<file path="src/rtl/demux1_16_12bit_reg.sv">
// Registered 1:16 demultiplexer: each accepted word lands in one lane register,
// chosen by sel or by an auto-increment pointer, with per-lane valid flags and frame tracking.

module demux1_16_12bit_lane #(
  parameter int LARGURA = 12
) (
  input  logic               clock,
  input  logic               reset,
  input  logic               we,
  input  logic               clr,
  input  logic [LARGURA-1:0] dado,
  output logic [LARGURA-1:0] q,
  output logic               v
);
  // clr only drops the flag; lane data survives a frame clear
  always_ff @(posedge clock or posedge reset) begin
    if (reset) begin
      q <= '0;
      v <= 1'b0;
    end else if (clr) begin
      v <= 1'b0;
    end else if (we) begin
      q <= dado;
      v <= 1'b1;
    end
  end
endmodule

module demux1_16_12bit_reg #(
  parameter int LARGURA  = 12,
  parameter int N_SAIDAS = 16
) (
  input  logic                        clock,
  input  logic                        reset,
  input  logic                        escreve,
  input  logic                        auto,
  input  logic [3:0]                  sel,
  input  logic [LARGURA-1:0]          dado,
  input  logic                        limpa,
  output logic [N_SAIDAS*LARGURA-1:0] saida,
  output logic [N_SAIDAS-1:0]         valido,
  output logic [3:0]                  ponteiro,
  output logic                        quadro_pronto,
  output logic [1:0]                  estado
);
  typedef enum logic [1:0] {
    OCIOSO      = 2'b00,
    PREENCHENDO = 2'b01,
    COMPLETO    = 2'b10
  } estado_t;

  localparam logic [N_SAIDAS-1:0] TODOS = {N_SAIDAS{1'b1}};

  estado_t             st;
  logic [3:0]          alvo;
  logic                aceita;
  logic [N_SAIDAS-1:0] lane_we;
  logic [N_SAIDAS-1:0] valido_prox;
  logic                enche;

  assign alvo   = auto ? ponteiro : sel;
  assign aceita = escreve & ~limpa;

  genvar i;
  generate
    for (i = 0; i < N_SAIDAS; i++) begin : g_lane
      assign lane_we[i] = aceita && (alvo == 4'(i));
      demux1_16_12bit_lane #(.LARGURA(LARGURA)) u_lane (
        .clock (clock),
        .reset (reset),
        .we    (lane_we[i]),
        .clr   (limpa),
        .dado  (dado),
        .q     (saida[i*LARGURA +: LARGURA]),
        .v     (valido[i])
      );
    end
  endgenerate

  // Frame completes only on the not-all -> all edge, so rewrites in COMPLETO stay silent
  assign valido_prox = valido | lane_we;
  assign enche       = aceita && (valido != TODOS) && (valido_prox == TODOS);

  always_ff @(posedge clock or posedge reset) begin
    if (reset) begin
      ponteiro      <= '0;
      quadro_pronto <= 1'b0;
      st            <= OCIOSO;
    end else if (limpa) begin
      ponteiro      <= '0;
      quadro_pronto <= 1'b0;
      st            <= OCIOSO;
    end else begin
      quadro_pronto <= enche;
      if (escreve && auto)
        ponteiro <= ponteiro + 4'd1;
      case (st)
        OCIOSO:      if (aceita) st <= enche ? COMPLETO : PREENCHENDO;
        PREENCHENDO: if (enche)  st <= COMPLETO;
        COMPLETO:    st <= COMPLETO;
        default:     st <= OCIOSO;
      endcase
    end
  end

  assign estado = st;
endmodule

</file>
<file path="config.mk">
export PLATFORM = sky130hd
export DESIGN_NAME = demux1_16_12bit_reg
export DESIGN_NICKNAME = d
export VERILOG_FILES = /design/src/rtl/demux1_16_12bit_reg.sv
export SDC_FILE = /design/constraint.sdc
export NUM_CORES = 1
export LEC_CHECK = 0
export BUFFER_PORTS_ARGS = -buffer_cell sky130_fd_sc_hd__buf_2
export CORE_ASPECT_RATIO = 1.75
export CORE_UTILIZATION = 47
export DETAILED_ROUTE_END_ITERATION = 10
export PLACE_DENSITY_LB_ADDON = 0.1
export SYNTH_ARGS = -nofsm -noshare
export SYNTH_HDL_FRONTEND = slang
export SYNTH_SLANG_ARGS = --single-unit
export TNS_END_PERCENT = 5
</file>
<file path="constraint.sdc">
create_clock -name clock -period 7.19 [get_ports clock]
set_input_delay 1.0785 -clock clock [delete_from_list [all_inputs] [get_ports clock]]
set_output_delay 1.0785 -clock clock [all_outputs]
set_load 0.005 [all_outputs]
</file>
==> implementation parameters, run 1 <==
Parameter                              Value

Synthesis
  Cell count after synthesis    ~580
  Synthesized area per cell    between 10 and 15 sq um
  Number of warnings printed during yosys synthesis    0
  Post-synth ARST share    between 90% and 100%
  Share of the synthesized area in the top cell type    slightly above 60%
  Number of enable-type register cells in the synthesized netlist    0
  Proportion of synthesized chip area in sequential cells    between 60 and 70%
  Ys flop type    sky130_fd_sc_hd__dfrtp_1
  Yosys top cell by area    sky130_fd_sc_hd__dfrtp_1
  Most repeated cell in the gate-level netlist after synthesis    sky130_fd_sc_hd__dfrtp_1
  Count of unique library cells instantiated by Yosys    between 40 and 50
  Synth area leaders    sky130_fd_sc_hd__dfrtp_1, sky130_fd_sc_hd__mux2_2, sky130_fd_sc_hd__buf_4
  Top cells by instance count after synthesis    sky130_fd_sc_hd__dfrtp_1, sky130_fd_sc_hd__mux2_2, sky130_fd_sc_hd__clkbuf_1
  Synth Cell Area    between 8000 and 9000 sq um
  Synthesized netlist net count    607
  Number of storage elements in the synthesis netlist    215

Worst setup path
  Largest fanout on the critical path    26
  Delay-heaviest family, CP    compound AO/OA/AOI/OAI gates
  Signal arrival time at the worst endpoint    between 4000 and 5000 ps
  Buf/Inv on CP    1
  Critical path startpoint category    primary input
  CP peak stage delay    between 900 and 1000 ps
  Critical R2R Launch    ponteiro[0]
  Endpoint required time on the critical path    around 7600 ps
  CP Class    in2reg
  Slowest library cell on the worst path    sky130_fd_sc_hd__a2111oi_4
  Worst setup startpoint    limpa
  Ordered cell list for the critical path    buf_2, nand2b_1, a2111oi_4, o2bb2ai_1, a2111oi_2, nand4_1, a21boi_1, o21ai_2
  Nature of the critical path endpoint    register

Worst hold path
  Path type of the worst min-delay path    reg2reg
  Launch instance of the worst min-delay path    g_lane[14].u_lane.q[1]

Final layout
  Layout overhead on the synthesized area    22.79%
  Area taken by multi-input logic gates    3029 sq um
  Final non-filler cell total    1,042
  Register area    around 5400 sq um
  Number of fill cells    roughly 1,500
  Fraction of layout instances using a drive strength above 1    around three fifths
  # nets final    819
  Layout Cell Area excl Fill    between 10,000 and 15,000 sq um
  # diodes    0

Clocking
  Clock transition at the registers of the reported paths    approximately 60 ps
  CTS buffer count    21
  Max clock buf depth    3
  CTS Hold Bufs    0
  Post-CTS Setup Repair Bufs    0
  Clock sinks    215
  Deepest level of the CTS H-tree    1
  Later-pin clock latency in the skew report    approximately 480 ps
  Resized Gates After CTS    0
  Clock tree from TritonCTS    built
  Clock Tree Root    sky130_fd_sc_hd__clkbuf_16

Floorplanning
  Area of the core    about 18,000 sq um
  Total die area    18,990 sq um
  Number of ports placed on the die boundary    between 200 and 250
  # rows    65
  Width of the chip    104.6 um
  Die height    181.6 um
  Initial core utilization    47.96%

STA
  Number of setup violations in the final report    0
  Slew @ Worst Pin    about 1100 ps
  FMAX    about 0.27 GHz
  Final max-slew violation count    0
  Clock period minus worst slack    around 3700 ps
  Total Neg Setup Slack    0 ps
  Final Hold Fails    0
  Unrepaired setup endpoints after global routing    no
  Tightest slew margin relative to the limit    a little under a quarter
  Final critical-path setup slack    around 3500 ps
  Worst hold slack across all endpoints    between 400 and 500 ps
  Part of the cycle the worst path needs    about half
  Clock Skews    just under 9 ps

Drt
  Number of nets with antenna violations after routing    0
  Overall routed net length    23,150 um
  DRC viols    0
  Count of routing violations after the opening detailed-route iteration    192
  Post-DR wirelength/cell    22.21 um
  Initial DRT Pass Iterations    4
  Via density per instance    around 5.4
  Total number of vias    between 5,000 and 6,000

Placement
  Routability congestion estimate from global placement    about 0.88
  Pre-CTS setup slack    roughly 3000 ps
  Number of buffers added on ports    ~240
  Post-DP Area    ~10000 sq um
  HPWL Detailed    16,510 um
  Total placed cells including tap cells    about 1,000

Outcome
  Run status    finished clean

Global routing
  Largest net degree at the start of global routing    roughly 160
  Number of antenna violations at the first check in global routing    0
  Total global routing track utilization    approximately a quarter
  Via count of the first global-routing pass    ~5,900
  Overflow left after global routing    0
  First-pass GRT wire length    35,510 um

Power
  Maximum ir drop on the vdd rail    0.1990 mV
  Power density normalized to cell area    roughly 290 nW/um^2
  Leak pwr    approximately 5.5 nW

Run
  Max Cap Violations    0
## stage by stage
| stage | utilization, % | total power [mW] |
|---|---|---|
| 4_1_cts | 58.88 | 3.094 |
| 6_report | 58.88 | 3.056 |
| 5_1_grt | 58.88 | 3.192 |
| 3_5_place_dp | 55.32 | 2.050 |
| 3_3_place_gp | 55.32 | 2.029 |
| 2_1_floorplan | - | 1.755 |
## where the power goes
group / switching (mW) / total (mW) / internal (mW)
sequential: 0.105 / 1.50 / 1.40
clock: 0.438 / 1.04 / 0.598
combinational: 0.244 / 0.519 / 0.275
total: 0.787 / 3.06 / 2.27
## worst paths after layout
check	endpoint	slack, ps	cells after the start
max	estado[1]	3450	8
min	g_lane[14].u_lane.q[1]	490	1
max reg2reg	estado[1]	4010	7
min reg2reg	g_lane[14].u_lane.q[1]	490	1
max in group asynchronous	g_lane[5].u_lane.q[11]	4940	3
min in group asynchronous	g_lane[1].u_lane.q[6]	810	2
## flip-flops by register name (all words and copies together) (netlist names)
name,count
g_lane.u_lane.q,192
quadro_pronto,1
ponteiro,4
estado,2
g_lane.u_lane.v,16
## worst reg2reg max path: stages (launching register included)
cell,delay [ps]
sky130_fd_sc_hd__dfrtp_1,530
sky130_fd_sc_hd__nand3b_1,370
sky130_fd_sc_hd__a2111oi_4,1000
sky130_fd_sc_hd__o2bb2ai_1,250
sky130_fd_sc_hd__a2111oi_2,390
sky130_fd_sc_hd__nand4_1,260
sky130_fd_sc_hd__a21boi_1,210
sky130_fd_sc_hd__o21ai_2,110
## per-layer routing
| metal | vias up | track usage, % | part of all wire (%) |
|---|---|---|---|
| met1 | 2928 | 28.54 | 37 |
| met5 | - | 0 | 0 |
| met2 | 199 | 45.64 | 55 |
| li1 | 2462 | - | - |
| met4 | 0 | 8.394 | 3.2 |
| met3 | 41 | 4.343 | 5.3 |
## layout by cell type, fill, tap and decap left out, drive strengths merged, types with 5 or more instances in the layout
master | netlist | final
nor2 | 23 | 23
inv | 11 | 11
a2111oi | 9 | 9
dfrtp | 215 | 215
a21oi | 9 | 9
clkbuf | 28 | 30
mux2 | 194 | 194
nand2 | 7 | 7
nand4 | 5 | 5
nand3 | 7 | 7
buf | 26 | 243
## logic make-up (layout without fill, tap and decap cells)
logic type | after synthesis | in the layout | synth area share (%)
multiplexers | 196 | 196 | 25.55
buffers and inverters | 65 | 291 | 3.743
flip-flops | 215 | 215 | 62.14
AO/OA/AOI/OAI | 34 | 34 | 3.743
XOR/XNOR | 2 | 2 | 0.2023
adder cells (fa/ha/maj) | 4 | 4 | 0.5781
AND/OR/NAND/NOR | 66 | 66 | 4.046
## cell type report
type | count | area share (%)
sequential | 215 | 50.61
multi-input combinational | 302 | 28.49
timing repair buffer | 243 | 11.63
clock buffer | 30 | 5.449
tap | 234 | 2.754
clock inverter | 7 | 0.6120
inverter | 11 | 0.4590
No activity file was read; power rests on OpenSTA's default activity.
==> inputs of run 2 (changes only) <==
--- a/config.mk
+++ b/config.mk
@@ -5,9 +5,10 @@
 export SDC_FILE = /design/constraint.sdc
 export NUM_CORES = 1
 export LEC_CHECK = 0
+export ABC_AREA = 1
 export BUFFER_PORTS_ARGS = -buffer_cell sky130_fd_sc_hd__buf_2
 export CORE_ASPECT_RATIO = 1.75
-export CORE_UTILIZATION = 47
+export CORE_UTILIZATION = 52
 export DETAILED_ROUTE_END_ITERATION = 10
 export PLACE_DENSITY_LB_ADDON = 0.1
 export SYNTH_ARGS = -nofsm -noshare
==> constraint.sdc (replaced) <==
create_clock -name clock -period 3.6 [get_ports clock]
set_input_delay 0.54 -clock clock [delete_from_list [all_inputs] [get_ports clock]]
set_output_delay 0.54 -clock clock [all_outputs]
set_load 0.005 [all_outputs]
==> run 2 against run 1 <==
Net effect: register-to-register slack got worse by 2600 ps; core utilization rose by 5.7 points; sequential share of layout area increased by 1.4 points; combinational power rose to 2.6 times the previous value; count of clock-buffer cells in the layout is 1 lower; sequential power up 120%; highest routed layer unchanged.
==> implementation parameters, run 2 <==
Parameter                              Value

Outcome
  Run status    finished clean

Placement
  HPWL Detailed    15,840 um (-4.0%)
  Post-DP Area    9766 sq um (-2.2%)
  Total placed cells including tap cells    1,237 (+23%)
  Routability congestion estimate from global placement    0.8945 (+2.0%)
  Number of buffers added on ports    235 (unchanged)

Final layout
  # nets final    1,095 (+34%)
  Final non-filler cell total    1,270 (+22%)
  # diodes    0 (unchanged)
  Max FFs per register    192 (unchanged)
  Fraction of layout instances using a drive strength above 1    28.95% (-30 points)
  Highest-count cells in the layout ignoring fill and taps    sky130_fd_sc_hd__nand2_1, sky130_fd_sc_hd__buf_2, sky130_fd_sc_hd__dfrtp_1
  Biggest registers after layout    g_lane.u_lane.q x192, g_lane.u_lane.v x16, ponteiro x4
  Area taken by multi-input logic gates    2701 sq um (-11%)
  Register area    5380 sq um (unchanged)
  Number of fill cells    1,417 (-6.5%)
  Layout Cell Area excl Fill    10,350 sq um (-2.6%)
  Most common library cell in the layout ignoring fill and taps    sky130_fd_sc_hd__nand2_1
  Largest register by flop count    g_lane.u_lane.q
  Layout overhead on the synthesized area    20.38%

Floorplanning
  Width of the chip    99.22 um (-5.1%)
  # rows    61 (-6.2%)
  Number of ports placed on the die boundary    236 (unchanged)
  Area of the core    16,030 sq um (-11%)
  Die height    172.1 um (-5.2%)
  Total die area    17,080 sq um (-10%)
  Initial core utilization    53.66% (+5.7 points)

Drt
  Top layer used by detailed routing    met4
  Count of routing violations after the opening detailed-route iteration    297 (+55%)
  Total number of vias    6,615 (+17%)
  Detailed route wirelength on metal2    11,420 um (-9.6%)
  Overall routed net length    22,530 um (-2.7%)
  Post-DR wirelength/cell    17.74 um (-20%)
  DRC viols    0 (unchanged)
  Initial DRT Pass Iterations    5 (+1)
  Via density per instance    5.209 (-3.6%)
  Number of nets with antenna violations after routing    0 (unchanged)
  M1 WL    8827 um (+3.5%)
  Met3 WL    1547 um (+25%)

Clocking
  Resized Gates After CTS    0 (unchanged)
  Clock Tree Root    sky130_fd_sc_hd__clkbuf_16
  CTS buffer count    20 (-4.8%)
  Max clock buf depth    3 (unchanged)
  Clock sinks    215 (unchanged)
  Later-pin clock latency in the skew report    490 ps (about the same)
  Post-CTS Setup Repair Bufs    0 (unchanged)
  CTS Hold Bufs    0 (unchanged)
  Clock tree from TritonCTS    built
  Deepest level of the CTS H-tree    1 (unchanged)
  Clock transition at the registers of the reported paths    60 ps (about the same)

STA
  Part of the cycle the worst path needs    60.28%
  Tightest slew margin relative to the limit    40.32% (+17 points)
  Slew @ Worst Pin    893.3 ps (-251.0 ps)
  Total Neg Setup Slack    0 ps (unchanged)
  Number of setup violations in the final report    0 (unchanged)
  Unrepaired setup endpoints after global routing    no
  Clock Skews    9.568 ps (+0.8358 ps)
  Final max-slew violation count    0 (unchanged)
  Worst hold slack across all endpoints    237.3 ps (-252.0 ps)
  FMAX    between 0.4 and 0.5 GHz
  Clock period minus worst slack    between 2000 and 2500 ps
  Final Hold Fails    0 (unchanged)

Synthesis
  Top cells by instance count after synthesis    sky130_fd_sc_hd__nand2_1, sky130_fd_sc_hd__dfrtp_1, sky130_fd_sc_hd__o21ai_0
  Yosys top cell by area    sky130_fd_sc_hd__dfrtp_1
  Proportion of synthesized chip area in sequential cells    62.55% (+0.42 points)
  Post-synth ARST share    100.0% (unchanged)
  Ys flop type    sky130_fd_sc_hd__dfrtp_1
  Share of the synthesized area in the top cell type    62.55% (+0.42 points)
  Number of warnings printed during yosys synthesis    0 (unchanged)
  Synthesized netlist net count    898 (+48%)
  Cell count after synthesis    873 (+50%)
  Synth area leaders    sky130_fd_sc_hd__dfrtp_1, sky130_fd_sc_hd__o21ai_0, sky130_fd_sc_hd__nand2_1
  Number of enable-type register cells in the synthesized netlist    0 (unchanged)
  Count of unique library cells instantiated by Yosys    29 (-34%)
  Number of storage elements in the synthesis netlist    215 (unchanged)
  Most repeated cell in the gate-level netlist after synthesis    sky130_fd_sc_hd__nand2_1
  Synth Cell Area    8601 sq um (-0.66%)
  Synthesized area per cell    9.852 sq um (-34%)

Power
  PnR Total Power    6.527 mW (+110%)
  Power density normalized to cell area    630.4 nW/um^2 (+120%)
  Leak pwr    5.623 nW (+1.6%)
  Maximum ir drop on the vdd rail    0.4232 mV (+110%)

Worst setup path
  Worst setup startpoint    ponteiro[1]
  Largest fanout on the critical path    26 (unchanged)
  Critical path startpoint category    register
  Setup slack of the worst register-to-register path    1430 ps (-2580 ps)
  Endpoint required time on the critical path    3980 ps (-3620 ps)
  Nature of the critical path endpoint    register
  Signal arrival time at the worst endpoint    2550 ps (-1600 ps)
  CP Class    reg2reg
  Critical R2R Launch    ponteiro[1]

Run
  Max Cap Violations    0 (unchanged)

Global routing
  Overflow left after global routing    0 (unchanged)
  Largest net degree at the start of global routing    71 (-56%)
  Number of antenna violations at the first check in global routing    0 (unchanged)
  Total global routing track utilization    26.97% (+2.3 points)
  Via count of the first global-routing pass    6,306 (+6.8%)
  First-pass GRT wire length    35,040 um (-1.3%)

Worst hold path
  Path type of the worst min-delay path    in2async
[run 2: final timing paths]
| check | end | depth (start not counted) |
|---|---|---|
| hold / removal | g_lane[1].u_lane.q[7] | 2 |
| max in group asynchronous | g_lane[4].u_lane.q[9] | 3 |
| setup reg to reg | estado[0] | 15 |
| setup / recovery | estado[0] | 15 |
| min in group clock | ponteiro[0] | 3 |
| hold reg to reg | g_lane[2].u_lane.q[8] | 2 |
[run 2: metal layers]
layer / vias up / global-route usage (%)
met1: 3160 / 33.78
met2: 232 / 46.44
met3: 45 / 5.133
met4: 0 / 10.10
li1: 3178 / -
met5: - / 0
[run 2: cell type report]
cell class / instances / area share, %
Inverter: 51 / 2.042
Tap cell: 189 / 2.284
Sequential cell: 215 / 51.96
Clock buffer: 29 / 5.462
Multi-Input combinational cell: 544 / 26.09
Timing Repair Buffer: 238 / 11.94
Clock inverter: 4 / 0.2175
[run 2: cells by family (layout without fill, tap and decap cells)]
family	Yosys count	in the layout	share of synthesized area, %
AND/OR/NAND/NOR	326	326	18.36
flip-flops	215	215	62.55
AO/OA/AOI/OAI	214	214	12.47
buffers and inverters	114	322	6.037
adder cells (fa/ha/maj)	4	4	0.5819
[run 2: report_power, final]
part / internal [mW] / total, mW / leakage (nW) / switching [mW]
logic: 0.608 / 1.34 / 2.52 / 0.732
clock network: 1.09 / 1.95 / 0.286 / 0.864
registers: 2.94 / 3.23 / 2.82 / 0.293
[run 2: worst max-delay path, cell delays in order (launching register included)]
cell,delay (ps)
sky130_fd_sc_hd__dfrtp_1,420
sky130_fd_sc_hd__inv_1,80
sky130_fd_sc_hd__nand2_1,110
sky130_fd_sc_hd__nand2_4,100
sky130_fd_sc_hd__nor2_8,120
sky130_fd_sc_hd__nand3_2,350
sky130_fd_sc_hd__nand2_1,220
sky130_fd_sc_hd__nand2_1,70
sky130_fd_sc_hd__inv_1,50
sky130_fd_sc_hd__nand2_1,50
sky130_fd_sc_hd__nor2_1,80
sky130_fd_sc_hd__nand3_1,130
sky130_fd_sc_hd__nand3_2,90
sky130_fd_sc_hd__nand2_2,70
sky130_fd_sc_hd__nand2_1,50
sky130_fd_sc_hd__o21ai_1,50
[run 2: per-stage QoR]
stage / setup WS [ps] / util (%)
6_report: 1430 / 64.60
5_1_grt: 1130 / 64.60
4_1_cts: 1423 / 64.60
3_5_place_dp: 1052 / 60.93
3_3_place_gp: 1091 / 60.93
2_1_floorplan: 261.9 / -
==> inputs of run 3 (changes only) <==
--- a/config.mk
+++ b/config.mk
@@ -8,7 +8,7 @@
 export ABC_AREA = 1
 export BUFFER_PORTS_ARGS = -buffer_cell sky130_fd_sc_hd__buf_2
 export CORE_ASPECT_RATIO = 1.75
-export CORE_UTILIZATION = 52
+export CORE_UTILIZATION = 47
 export DETAILED_ROUTE_END_ITERATION = 10
 export PLACE_DENSITY_LB_ADDON = 0.1
 export SYNTH_ARGS = -nofsm -noshare
==> constraint.sdc (replaced) <==
create_clock -name clock -period 1.9 [get_ports clock]
set_input_delay 0.285 -clock clock [delete_from_list [all_inputs] [get_ports clock]]
set_output_delay 0.285 -clock clock [all_outputs]
set_load 0.005 [all_outputs]
==> run 3 against run 2 <==
Net effect: worst hold slack worse by 83 ps; first-iteration DRC count fell by 22%; clock skew up 7.7 ps; highest routed layer unchanged; via count increased by 0.59%; sequential cell count stayed put; die area is 10% higher; core utilization down 4.2 points; critical path depth up 2; critical endpoint is now estado[1]; non-clock buffer count grew 39; wire length increased by 5.7%; setup slack lost 1300 ps.
==> implementation parameters, run 3 (same netlist as run 2, synthesis figures left out) <==
Parameter                              Value

Final layout
  Largest register by flop count    g_lane.u_lane.q
  Max FFs per register    192 (unchanged)
  # nets final    1,134 (+3.6%)
  Most common library cell in the layout ignoring fill and taps    sky130_fd_sc_hd__nand2_1
  Final non-filler cell total    1,355 (+6.7%)
  Biggest registers after layout    g_lane.u_lane.q x192, g_lane.u_lane.v x16, ponteiro x4
  Layout overhead on the synthesized area    26.17%
  Highest-count cells in the layout ignoring fill and taps    sky130_fd_sc_hd__nand2_1, sky130_fd_sc_hd__buf_2, sky130_fd_sc_hd__dfrtp_1
  # diodes    0 (unchanged)
  Fraction of layout instances using a drive strength above 1    33.18% (+4.2 points)
  Number of fill cells    1,659 (+17%)

Floorplanning
  # rows    65 (+6.6%)
  Area of the core    17,970 sq um (+12%)
  Number of ports placed on the die boundary    236 (unchanged)
  Total die area    18,870 sq um (+10%)
  Width of the chip    104.3 um (+5.1%)
  Die height    181.0 um (+5.1%)
  Initial core utilization    47.85% (-5.8 points)

Global routing
  GRT Max-Usage Layer    met2
  First-pass GRT wire length    37,280 um (+6.4%)
  Number of antenna violations at the first check in global routing    0 (unchanged)
  Overflow left after global routing    0 (unchanged)
  Met2 demand-to-capacity share in global routing    46.28% (-0.16 points)
  Total global routing track utilization    25.59% (-1.4 points)
  Largest net degree at the start of global routing    70 (-1.4%)
  Met1 GRT Util    31.10% (-2.7 points)
  Via count of the first global-routing pass    6,503 (+3.1%)
  Grt met3 use    4.365% (-0.77 points)

Clocking
  Clock Tree Root    sky130_fd_sc_hd__clkbuf_16
  Max clock buf depth    3 (unchanged)
  Clock sinks    215 (unchanged)
  Deepest level of the CTS H-tree    1 (unchanged)
  Clock transition at the registers of the reported paths    60 ps (about the same)
  Clock tree from TritonCTS    built
  CTS buffer count    20 (unchanged)
  Later-pin clock latency in the skew report    500 ps (about the same)

Worst setup path
  Endpoint required time on the critical path    2320 ps (-1660 ps)
  Largest fanout on the critical path    4 (-85%)
  Signal arrival time at the worst endpoint    2230 ps (-320 ps)
  CP peak stage delay    440 ps (+20 ps)
  Buf/Inv on CP    3 (+1)
  Critical path startpoint category    register
  Nature of the critical path endpoint    register
  Setup slack of the worst register-to-register path    100 ps (-1330 ps)
  Depth of the critical timing path with buffers and inverters included    17 (+2)
  CP Class    reg2reg
  Register-to-Register Path Depth    17 (+2)
  Delay-heaviest family, CP    simple AND/OR/NAND/NOR gates
  Cell mode on critical path    sky130_fd_sc_hd__nand2_2
  Slowest library cell on the worst path    sky130_fd_sc_hd__dfrtp_2
  Ordered cell list for the critical path    inv_2, nand2_2, nand2_2, nand2_4, nor2_8, nand2_4, nand2_2, nand2_2, inv_1, nand2_1, nor2_1, nand3_2, nand3_2, nand2_2, inv_1, nand2_1, nand2_1

Placement
  Total placed cells including tap cells    1,318 (+6.5%)
  Number of buffers added on ports    235 (unchanged)
  HPWL Detailed    16,780 um (+5.9%)
  Routability congestion estimate from global placement    0.8647 (-3.3%)

STA
  Slew @ Worst Pin    654.8 ps (-238.5 ps)
  Final Hold Fails    0 (unchanged)
  Unrepaired setup endpoints after global routing    yes
  Number of setup violations in the final report    0 (unchanged)
  Part of the cycle the worst path needs    94.77% (+34 points)
  Final max-slew violation count    0 (unchanged)
  Clock Skews    17.28 ps (+7.707 ps)
  Worst hold slack across all endpoints    153.9 ps (-83.43 ps)
  Clock period minus worst slack    1801 ps (-369.5 ps)
  FMAX    0.5554 GHz (+21%)
  Tightest slew margin relative to the limit    56.30% (+16 points)

Drt
  Initial DRT Pass Iterations    5 (unchanged)
  Count of routing violations after the opening detailed-route iteration    232 (-22%)
  DRC viols    0 (unchanged)
  Number of nets with antenna violations after routing    0 (unchanged)
  Post-DR wirelength/cell    17.58 um (-0.94%)
  Total number of vias    6,654 (+0.59%)
  Via density per instance    4.911 (-5.7%)
  Overall routed net length    23,820 um (+5.7%)

Power
  Share of power burned in registers    47.6% (-2.0 points)
  Fraction of power consumed by combinational cells    20.6% (about the same)
  Maximum ir drop on the vdd rail    0.9668 mV (+130%)
  Relative contribution of the clock network to total power    31.8% (+1.9 points)
  Switching fraction of total power    28.64% (-0.29 points)
  Power density normalized to cell area    1181 nW/um^2 (+87%)
  Internal power    9.146 mW (+97%)
  Switching component of the power    3.672 mW (+94%)
  Leak pwr    5.853 nW (+4.1%)

Worst hold path
  Path type of the worst min-delay path    in2reg
  Worst Hold Depth    3

Run
  Max Cap Violations    0 (unchanged)

Outcome
  Run status    finished clean
==> run 3: repair_timing <==
| action | CTS | global route |
|---|---|---|
| hold buffers | 1 | 0 |
| setup buffers | 0 | 2 |
| hold endpoints to repair | 11 | 0 |
| endpoints found under the setup margin | 0 | 2 |
| gates resized for setup | 0 | 19 |
==> run 3: worst paths after layout <==
check / startpoint / end
setup / recovery: ponteiro[2] / estado[1]
hold / removal: escreve / ponteiro[0]
setup reg to reg: ponteiro[2] / estado[1]
hold reg to reg: g_lane[7].u_lane.q[7] / g_lane[7].u_lane.q[7]
max in group asynchronous: reset / ponteiro[2]
min in group asynchronous: reset / g_lane[0].u_lane.v
==> run 3: routing by layer <==
| layer | wire length (um) | part of all wire [%] | up-vias |
|---|---|---|---|
| li1 | - | - | 3256 |
| met1 | 9503 | 40 | 3181 |
| met2 | 12530 | 53 | 185 |
| met3 | 1236 | 5.2 | 32 |
| met4 | 543 | 2.3 | 0 |
| met5 | 0 | 0 | - |
==> run 3: area by class of cell <==
cell class | count | area [sq um] | area share (%)
sequential | 215 | 5381 | 49.59
multi-input combinational | 544 | 2756 | 25.40
timing repair buffer | 277 | 1544 | 14.23
clock buffer | 27 | 566.8 | 5.223
tap | 234 | 292.8 | 2.698
inverter | 51 | 211.5 | 1.949
clock inverter | 7 | 98.84 | 0.9109
==> run 3: power groups by stage <==
stage          Sequential (mW)  Clock, mW  Combinational [mW]
6_report                  6.11       4.07                2.64
5_1_grt                   6.21       4.33                2.97
4_1_cts                   6.10       4.16                2.67
3_5_place_dp              6.17          0                2.67
3_3_place_gp              6.14          0                2.63
2_1_floorplan             6.26          0                1.06
==> run 3: per-stage QoR <==
step                      util (%)  setup slack, ps  power [mW]  instance area [sq um]  TNS [ps]
after CTS                    59.98            10.72       12.94                  10780         0
after detailed placement     56.22           -74.05       8.839                  10100    -138.9
final                        60.38            99.37       12.82                  10850         0
after global routing         60.38           -30.31       13.51                  10850    -51.83
after floorplan                  -            -1183       7.324                   8605   -254380
after global placement       56.22           -41.25       8.768                  10100    -79.89
==> run 3: worst min-delay path: stages <==
cell                      delay, ps
sky130_fd_sc_hd__buf_2          130
sky130_fd_sc_hd__nand2_4        100
sky130_fd_sc_hd__o22ai_1         80
